`src/rtl/instr_word_queue.sv`:
```
// instr_word_queue -- decoded-instruction queue between decode and execute.
//
// Packs the decoded fields of one instruction into a single instruction word
// and buffers up to DEPTH of them behind valid/ready handshakes. A flush
// empties the queue (branch redirect). While no valid entry is presented the
// output word is all zeros, so execute may latch it unqualified as a bubble.
//
// Instruction word layout, MSB first:
//   {ctrl[CTRL_W-1:0], immediate[31:0], rs1[4:0], rs2[4:0], rd[4:0],
//    pc[31:0], instr_data[31:0]}
//
// Optional feature macro: INSTR_QUEUE_BYPASS_EN
//   defined   -> when empty, a presented instruction appears on instr_word in
//                the same cycle; if execute takes it, it is never stored.
//   undefined -> minimum latency of one cycle, deq_valid depends on count only.
//
// Ports:
//   clk, rst        clock; asynchronous active-high reset
//   flush           synchronous clear of all entries, dominates handshakes
//   enq_valid/ready decode-side handshake (ready is register-derived)
//   ctrl, immediate, rs1, rs2, rd, pc, instr_data   decoded fields in
//   deq_valid/ready execute-side handshake
//   instr_word      head entry, or all-zero bubble when deq_valid=0
//   count           current occupancy
module instr_word_queue #(
  parameter int DEPTH = 4,
  parameter int CTRL_W = 16,
  localparam int CW = $clog2(DEPTH + 1),
  localparam int IW_W = CTRL_W + 32 + 15 + 32 + 32
) (
  input  logic              clk,
  input  logic              rst,
  input  logic              flush,
  input  logic              enq_valid,
  output logic              enq_ready,
  input  logic [CTRL_W-1:0] ctrl,
  input  logic [31:0]       immediate,
  input  logic [4:0]        rs1,
  input  logic [4:0]        rs2,
  input  logic [4:0]        rd,
  input  logic [31:0]       pc,
  input  logic [31:0]       instr_data,
  output logic              deq_valid,
  input  logic              deq_ready,
  output logic [IW_W-1:0]   instr_word,
  output logic [CW-1:0]     count
);

  localparam int PW = $clog2(DEPTH);
  localparam logic [PW-1:0] PTR_ZERO = PW'(0);
  localparam logic [PW-1:0] PTR_ONE  = PW'(1);
  localparam logic [CW-1:0] CNT_ZERO = CW'(0);
  localparam logic [CW-1:0] CNT_ONE  = CW'(1);
  localparam logic [CW-1:0] CNT_FULL = CW'(DEPTH);

  logic [IW_W-1:0] mem [DEPTH];
  logic [PW-1:0]   wr_ptr;
  logic [PW-1:0]   rd_ptr;
  logic [IW_W-1:0] packed_in;
  logic            bypass;
  logic            bypass_take;
  logic            enq_fire;
  logic            deq_fire;
  logic            wr_en;
  logic            rd_en;

  assign packed_in = {ctrl, immediate, rs1, rs2, rd, pc, instr_data};

  // Depends only on the occupancy register, never on deq_ready, so a full
  // queue refuses an enqueue even when a dequeue fires in the same cycle.
  assign enq_ready = (count < CNT_FULL);

`ifdef INSTR_QUEUE_BYPASS_EN
  assign bypass = (count == CNT_ZERO) && enq_valid && !flush;
`else
  assign bypass = 1'b0;
`endif

  assign deq_valid = (count != CNT_ZERO) || bypass;

  // A bypassed word taken by execute in the same cycle is neither stored nor
  // counted; both pointers stay put.
  assign bypass_take = bypass && deq_ready;
  assign enq_fire    = enq_valid && enq_ready && !flush;
  assign deq_fire    = deq_valid && deq_ready && !flush;
  assign wr_en       = enq_fire && !bypass_take;
  assign rd_en       = deq_fire && !bypass_take;

  // Output select: bypassed input, stored head, or the all-zero bubble.
  always_comb begin
    instr_word = '0;
    if (bypass) begin
      instr_word = packed_in;
    end else if (deq_valid) begin
      instr_word = mem[rd_ptr];
    end else begin
      instr_word = '0;
    end
  end

  // Pointer and occupancy registers; flush returns them to the empty state.
  always_ff @(posedge clk or posedge rst) begin
    if (rst) begin
      wr_ptr <= PTR_ZERO;
      rd_ptr <= PTR_ZERO;
      count  <= CNT_ZERO;
    end else if (flush) begin
      wr_ptr <= PTR_ZERO;
      rd_ptr <= PTR_ZERO;
      count  <= CNT_ZERO;
    end else begin
      // Pointers are log2(DEPTH) bits wide and DEPTH is a power of two,
      // so the increment wraps from DEPTH-1 to 0 on its own.
      if (wr_en) begin
        wr_ptr <= wr_ptr + PTR_ONE;
      end else begin
        wr_ptr <= wr_ptr;
      end
      if (rd_en) begin
        rd_ptr <= rd_ptr + PTR_ONE;
      end else begin
        rd_ptr <= rd_ptr;
      end
      case ({wr_en, rd_en})
        2'b10:   count <= count + CNT_ONE;
        2'b01:   count <= count - CNT_ONE;
        default: count <= count;
      endcase
    end
  end

  // Entry storage; contents need no reset because count gates every read.
  always_ff @(posedge clk) begin
    if (wr_en) begin
      mem[wr_ptr] <= packed_in;
    end
  end

endmodule

```
`config.mk`:
```
export PLATFORM = sky130hd
export DESIGN_NAME = instr_word_queue
export DESIGN_NICKNAME = d
export VERILOG_FILES = /design/src/rtl/instr_word_queue.sv
export SDC_FILE = /design/constraint.sdc
export NUM_CORES = 1
export LEC_CHECK = 0
export ABC_AREA = 1
export CAP_MARGIN = 5
export CORE_ASPECT_RATIO = 0.6
export CORE_MARGIN = 3
export CORE_UTILIZATION = 50
export DETAILED_ROUTE_END_ITERATION = 7
export GPL_TIMING_DRIVEN = 0
export MAX_ROUTING_LAYER = met4
export PLACE_DENSITY = 0.75
export SYNTH_ARGS = -nofsm -noshare
export SYNTH_HDL_FRONTEND = slang
export SYNTH_SLANG_ARGS = --single-unit
```
`constraint.sdc`:
```
create_clock -name clk -period 6.2 [get_ports clk]
set_input_delay 1.24 -clock clk [delete_from_list [all_inputs] [get_ports clk]]
set_output_delay 1.24 -clock clk [all_outputs]
set_load 0.03 [all_outputs]
```
==> impl_metrics.json, run 1 <==
{
  "run_status": "finished, final reports clean",
  "drt_first_pass_iters": 5,
  "cts_hold_buffers": 0,
  "floorplan.initialDensity_pct": 51.1,
  "grt_remaining_overflow": 0,
  "drc_violation_total_after_the_first_tritonroute_iteration": 1276,
  "post-route-drc-count": 0,
  "final.setup.worst_slack_ns": 1.84,
  "finalHoldViolations": 0,
  "design.die.area_mm2": 0.0429,
  "mappedNetlistNets": 1695,
  "ranking_of_synthesized_cells_by_area": "sky130_fd_sc_hd__edfxtp_1 76%, sky130_fd_sc_hd__nor2_1 9.6%, sky130_fd_sc_hd__o21ai_0 6.2%",
  "hold_path.class": "register to register",
  "cp_data_required_time_ns": 4.96,
  "hpwlAfterDp_mm": 32.4,
  "die_x_um": 265,
  "wire_per_inst_um": 20.5,
  "finalClockSkew_ns": 0.0182,
  "fp.coreArea_mm2": 0.0394,
  "die_y_um": 162,
  "grt_first_pass_wirelength_mm": 76.4,
  "maxSlewViolCount": 0,
  "groute.usage.overall_pct": 24.0,
  "synthesis.area_per_instance_um2": 12.9,
  "ys.warnings.count": 0,
  "powerDensity_mw_per_mm2": 451,
  "cell_at_the_root_of_the_clock_tree": "sky130_fd_sc_hd__clkbuf_16",
  "antenna_violating_nets_post_route": 0,
  "period_share_pct": 70.4,
  "max_cap_violations": 0,
  "critPathKind": "register to output pin",
  "clock_latency_ns": 0.56,
  "syn_area_mm2": 0.0202,
  "dominant_synthesized_flop_cell": "sky130_fd_sc_hd__edfxtp_1",
  "tightest_slew_margin_relative_to_the_limit_pct": 37.4,
  "synth_seq_area_share_pct": 76.5,
  "layout.nets": 2025,
  "count_of_filler_cells_inserted_in_the_layout": 2850,
  "count_of_cells_resized_by_post_cts_repair": 0,
  "area_of_combinational_cells_with_multiple_inputs_mm2": 0.00408,
  "cts.repair_timing.setup_buffer_count": 0,
  "crit_path_cell_trace": "inv_2 > buf_2 > clkbuf_1 > o21ai_0 > a21oi_1 > clkdlybuf4s50_1",
  "sequential_cell_area_mm2": 0.0154,
  "post_layout_util_pct": 64.2,
  "synth_largest_type_area_fraction_pct": 75.6,
  "tritoncts_clock_tree": "yes",
  "final_layout_size_suffix_gt1_share_pct": 7.75,
  "max-vdd-ir-drop_mv": 0.303,
  "synthDominantAreaCellType": "sky130_fd_sc_hd__edfxtp_1",
  "leak_uw": 0.00855,
  "antenna_found_initial": 2,
  "drt-total-wl_mm": 50.1,
  "master_of_the_slowest_instance_on_the_critical_path": "sky130_fd_sc_hd__clkdlybuf4s50_1",
  "yosys.cell_count.top_type": "sky130_fd_sc_hd__nor2_1",
  "crit_arrival_ns": 3.12,
  "maximum_number_of_pins_on_one_net_before_global_route_repair": 31,
  "synth_enable_flop_cells": 508,
  "worst_path_clk_slew_ns": 0.07,
  "vias": 13400,
  "cts_buffer_depth": 3,
  "synth-async-reset-ratio_pct": 1.36,
  "finalWorstPathRequiredPeriod_ns": 4.36,
  "gp_routability_congestion": 0.785,
  "clock_sinks": 515,
  "worst-slew-pin-transition_ns": 0.938,
  "ys_types": 24,
  "portBuffers": 263,
  "yosys-top-cells-count": "516 x sky130_fd_sc_hd__nor2_1, 508 x sky130_fd_sc_hd__edfxtp_1, 248 x sky130_fd_sc_hd__o21ai_0",
  "setup_violations": 0,
  "avgViaCountPerCell": 5.48,
  "critPathMaxFanout": 10,
  "dp_worst_setup_slack_ns": 2.30,
  "worst_hold_slack_across_all_endpoints_ns": 0.571,
  "cp_buf_inv_count": 4,
  "rsz_0062_raised_after_global_routing": "no",
  "numCtsBuffers": 46,
  "io_pins": 264,
  "cp_slowest_stage_delay_ns": 0.75,
  "critPathTopFamily": "buffers and inverters",
  "floorplan.rows": 56,
  "critPathLaunchType": "register",
  "vias_in_the_first_global_route": 13200,
  "ys_ff_latch": 515,
  "setup.worst_path.end_class": "output pin",
  "areaGrowthSynthToFinish_pct": 25.7,
  "netlist_instances": 1558,
  "ctsHtreeMaxLevel": 2,
  "max_freq_ghz": 0.229
}
metrics by stage:
stage          total power [uW]  area (um2)  TNS (ns)  instances
6_report                  11400       25300         0       2446
5_1_grt                   12000       25300         0       2446
4_1_cts                   11500       25300         0       2445
3_5_place_dp               8770       23900         0       2362
3_3_place_gp               8740       23500  -2910.04       2343
2_1_floorplan              6810       20200   -623.50       1558
power by group:
group	leakage (uW)	switching (uW)	internal [uW]	total, uW
sequential	0.00470	61.2	4080	4140
combinational	0.00315	2960	1600	4560
clock	0.000701	1220	1510	2740
cell type report:
class / instances / share of cell area, %
diodes: 1 / 0.00987
plain buffers: 97 / 2.47
clock buffers: 53 / 4.73
clock inverters: 30 / 0.913
inverters: 16 / 0.237
multi-input cells: 930 / 16.1
flip-flops and latches: 515 / 60.9
well taps: 522 / 2.58
repair buffers: 282 / 12.1
logic make-up after synthesis:
group / after synthesis / synth area share [%]
AOI/OAI and AO/OA: 390 / 9.71
xor gates and xnor gates: 1 / 0.0434
adders and majority gates: 5 / 0.347
buffers and inverters: 113 / 3.41
DFF: 515 / 76.5
and+or+nand+nor: 534 / 9.99
layer usage:
layer | share of wire (%) | track usage (%) | vias up
li1 | - | - | 6218
met1 | 42 | 32.7 | 6512
met2 | 48 | 37.7 | 585
met3 | 7.7 | 4.13 | 98
met4 | 2.8 | 6.73 | 0
met5 | 0 | - | -
registers in the layout, indices dropped and copies added (netlist names):
name / flops
mem: 508
count: 3
rd_ptr: 2
wr_ptr: 2
final timing paths:
path                       cells past startpoint              end  slack [ns]  startpoint
max                                            6  instr_word[100]        1.84   rd_ptr[0]
min                                            1        wr_ptr[1]        0.57   wr_ptr[1]
max reg2reg                                    8       mem[1][91]        3.47    count[2]
min reg2reg                                    1        wr_ptr[1]        0.57   wr_ptr[1]
max in group asynchronous                      2        wr_ptr[1]        5.07         rst
min in group asynchronous                      2         count[2]        0.91         rst
cell usage in the layout (no fill, tap or decap), drive strengths merged, types with 2 or more instances in the layout:
master | synthesis | routed
nor2 | 516 | 516
o21ai | 258 | 258
clkinv | 0 | 23
buf | 59 | 78
inv | 16 | 17
nand3 | 4 | 4
clkdlybuf4s50 | 0 | 263
a21oi | 130 | 130
dfrtp | 7 | 7
clkinvlp | 0 | 3
nand2 | 12 | 12
bufinv | 0 | 3
nor3 | 2 | 2
edfxtp | 508 | 508
clkbuf | 38 | 91
ha | 4 | 4
(Power assumes the default switching activity.)
==> run 2, diff against run 1 <==
- clock period: 6.2 -> 3.5 ns (I/O delays scaled with it)
==> run 2 against run 1 <==
  * Sequential cell count stayed put
  * Setup slack worse by 1.7 ns
  * Cell count is 0.20% higher
  * Global-route usage is 0.099 points lower
  * Utilization is 0.71 points higher
  * Cell area is 1.1% higher
  * Register-to-register slack worse by 2.6 ns
  * Die area stayed put
  * Combinational power is 75% higher
  * Largest power group unchanged
  * Highest routed layer unchanged
==> impl_metrics.json, run 2 (synthesis gave the netlist of run 1 again) <==
{
  "run_status": "finished, final reports clean",
  "reg2regPathDepth": 8,
  "grt_remaining_overflow": 0,
  "largest_registers": "mem: 508 flops, count: 3 flops",
  "die_y_um": 162,
  "grt_first_pass_wirelength_mm": 75.6,
  "power.switching_fraction_pct": 37.0,
  "net-switching-power_uw": 7520,
  "internal_power_uw": 12800,
  "design.die.area_mm2": 0.0429,
  "share_seq_of_total_power_pct": 36.0,
  "areaGrowthSynthToFinish_pct": 27.0,
  "layout.cells.most_common_list": "512 x sky130_fd_sc_hd__nor2_1, 508 x sky130_fd_sc_hd__edfxtp_1, 248 x sky130_fd_sc_hd__o21ai_0, 184 x sky130_fd_sc_hd__clkdlybuf4s50_1, 130 x sky130_fd_sc_hd__a21oi_1",
  "max_freq_ghz": 0.294,
  "hold_path.class": "primary input to asynchronous set/reset pin",
  "placed_cell_area_mm2": 0.0239,
  "critPathLaunchType": "register",
  "fp.coreArea_mm2": 0.0394,
  "drc_violation_total_after_the_first_tritonroute_iteration": 1455,
  "groute.usage.overall_pct": 23.9,
  "final_layout_size_suffix_gt1_share_pct": 9.76,
  "final_cell_area_mm2": 0.0256,
  "cts_buffer_depth": 3,
  "largest_register_ffs": 508,
  "setup_violations": 0,
  "setup_slack_reg_to_reg_ns": 0.86,
  "drt_first_pass_iters": 5,
  "finalHoldViolations": 0,
  "drt-total-wl_mm": 50.4,
  "cp_data_required_time_ns": 2.80,
  "floorplan.rows": 56,
  "ctsHtreeMaxLevel": 2,
  "clock_sinks": 515,
  "share_clk_of_total_power_pct": 24.9,
  "avgViaCountPerCell": 5.43,
  "critPathMaxFanout": 10,
  "antenna_found_initial": 3,
  "portBuffers": 263,
  "floorplan.initialDensity_pct": 51.1,
  "tritoncts_clock_tree": "yes",
  "crit_arrival_ns": 2.70,
  "die_x_um": 265,
  "max-vdd-ir-drop_mv": 0.545,
  "leak_uw": 0.00965,
  "pwr-share-comb_pct": 39.1,
  "totalPowerFinal_uw": 20400,
  "worst-slew-pin-transition_ns": 0.760,
  "tightest_slew_margin_relative_to_the_limit_pct": 49.2,
  "setup.worst_path.end_class": "output pin",
  "maxSlewViolCount": 0,
  "dp_worst_setup_slack_ns": 0.172,
  "worst_path_clk_slew_ns": 0.06,
  "top_register": "mem",
  "vias": 13300,
  "antenna_violating_nets_post_route": 0,
  "cts_hold_buffers": 0,
  "max_cap_violations": 0,
  "critPathKind": "register to output pin",
  "io_pins": 264,
  "period_share_pct": 97.2,
  "maximum_number_of_pins_on_one_net_before_global_route_repair": 31,
  "numCtsBuffers": 46,
  "crit-reg2reg-capture": "mem[0][92]",
  "worst_r2r_startpoint": "count[2]",
  "hpwlAfterDp_mm": 32.0,
  "powerDensity_mw_per_mm2": 795,
  "vias_in_the_first_global_route": 12900,
  "final_common_cell": "sky130_fd_sc_hd__nor2_1",
  "finalWorstPathRequiredPeriod_ns": 3.40,
  "gp_routability_congestion": 0.805,
  "final.setup.worst_slack_ns": 0.0985,
  "layout.nets": 2025,
  "wire_per_inst_um": 20.6,
  "cell_at_the_root_of_the_clock_tree": "sky130_fd_sc_hd__clkbuf_16",
  "clock_latency_ns": 0.57,
  "post-route-drc-count": 0,
  "finalClockSkew_ns": 0.0149
}
==> run 2: cell types whose count changed in the layout (fill, tap and decap cells not counted), sizes merged <==
cell	delta
clkbuf	-3
clkinv	+3
clkdlybuf4s50	-79
diode	+2
clkinvlp	-2
dlymetal6s2s	+69
buf	+1
bufinv	+3
dlygate4sd2	+10
inv	+1
==> run 2: what timing repair did <==
action,CTS,global route
buffers inserted,0,0
setup endpoints to repair,127,85
resized for setup,49,76
==> run 2: power groups by stage <==
stage | Combinational [uW] | Clock, uW | Sequential [uW]
6_report | 7960 | 5070 | 7330
5_1_grt | 8470 | 5400 | 7360
4_1_cts | 8100 | 5140 | 7330
3_5_place_dp | 8050 | 0 | 7460
3_3_place_gp | 7870 | 0 | 7540
2_1_floorplan | 4520 | 0 | 7510
==> run 2: area by class of cell <==
type / count / area, um2
inverters: 16 / 62.6
clock buffers: 51 / 1170
repair buffers: 282 / 3200
fillers: 2787 / 13800
plain buffers: 97 / 679
clock inverters: 35 / 335
diodes: 3 / 7.51
well taps: 522 / 653
flip-flops and latches: 515 / 15400
multi-input cells: 930 / 4080
==> run 2: worst max-delay path, cell delays in order, from the launching register on <==
cell and delay [ns]:
sky130_fd_sc_hd__dfrtp_1 0.44, sky130_fd_sc_hd__inv_2 0.10, sky130_fd_sc_hd__buf_4 0.25, sky130_fd_sc_hd__clkbuf_2 0.29, sky130_fd_sc_hd__o21ai_0 0.16, sky130_fd_sc_hd__a21oi_1 0.19
sky130_fd_sc_hd__clkdlybuf4s50_1 0.71
==> run 2: how the worst max path moves through the flow <==
stage | endpoint | startpoint | slack (ns)
after global routing | instr_word[96] | rd_ptr[0] | -0.001
final | instr_word[6] | rd_ptr[0] | 0.1
after detailed placement | mem[0][92] | enq_valid | 0.17
after floorplan | mem[0][0] | count[2] | -1.33
after global placement | mem[1][77] | enq_valid | -4.39
after CTS | instr_word[89] | rd_ptr[0] | 0.0002
==> run 2: routing by layer <==
layer | track usage, % | routed length (um) | up-vias
met4 | 7.18 | 1300 | 0
met1 | 32.9 | 21000 | 6458
li1 | - | - | 6216
met5 | - | 0 | -
met2 | 37.0 | 24300 | 559
met3 | 4.08 | 3850 | 72
==> run 2: stage by stage <==
stage / util, % / std cells / TNS, ns / hold WS, ns
6_report: 65.0 / 2451 / 0 / 0.372
2_1_floorplan: - / 1558 / -674.99 / 0.503
5_1_grt: 65.0 / 2451 / -0.00138 / 0.390
3_5_place_dp: 60.6 / 2362 / 0 / 0.556
3_3_place_gp: 59.5 / 2343 / -2158.18 / 0.542
4_1_cts: 64.5 / 2448 / 0 / 0.352
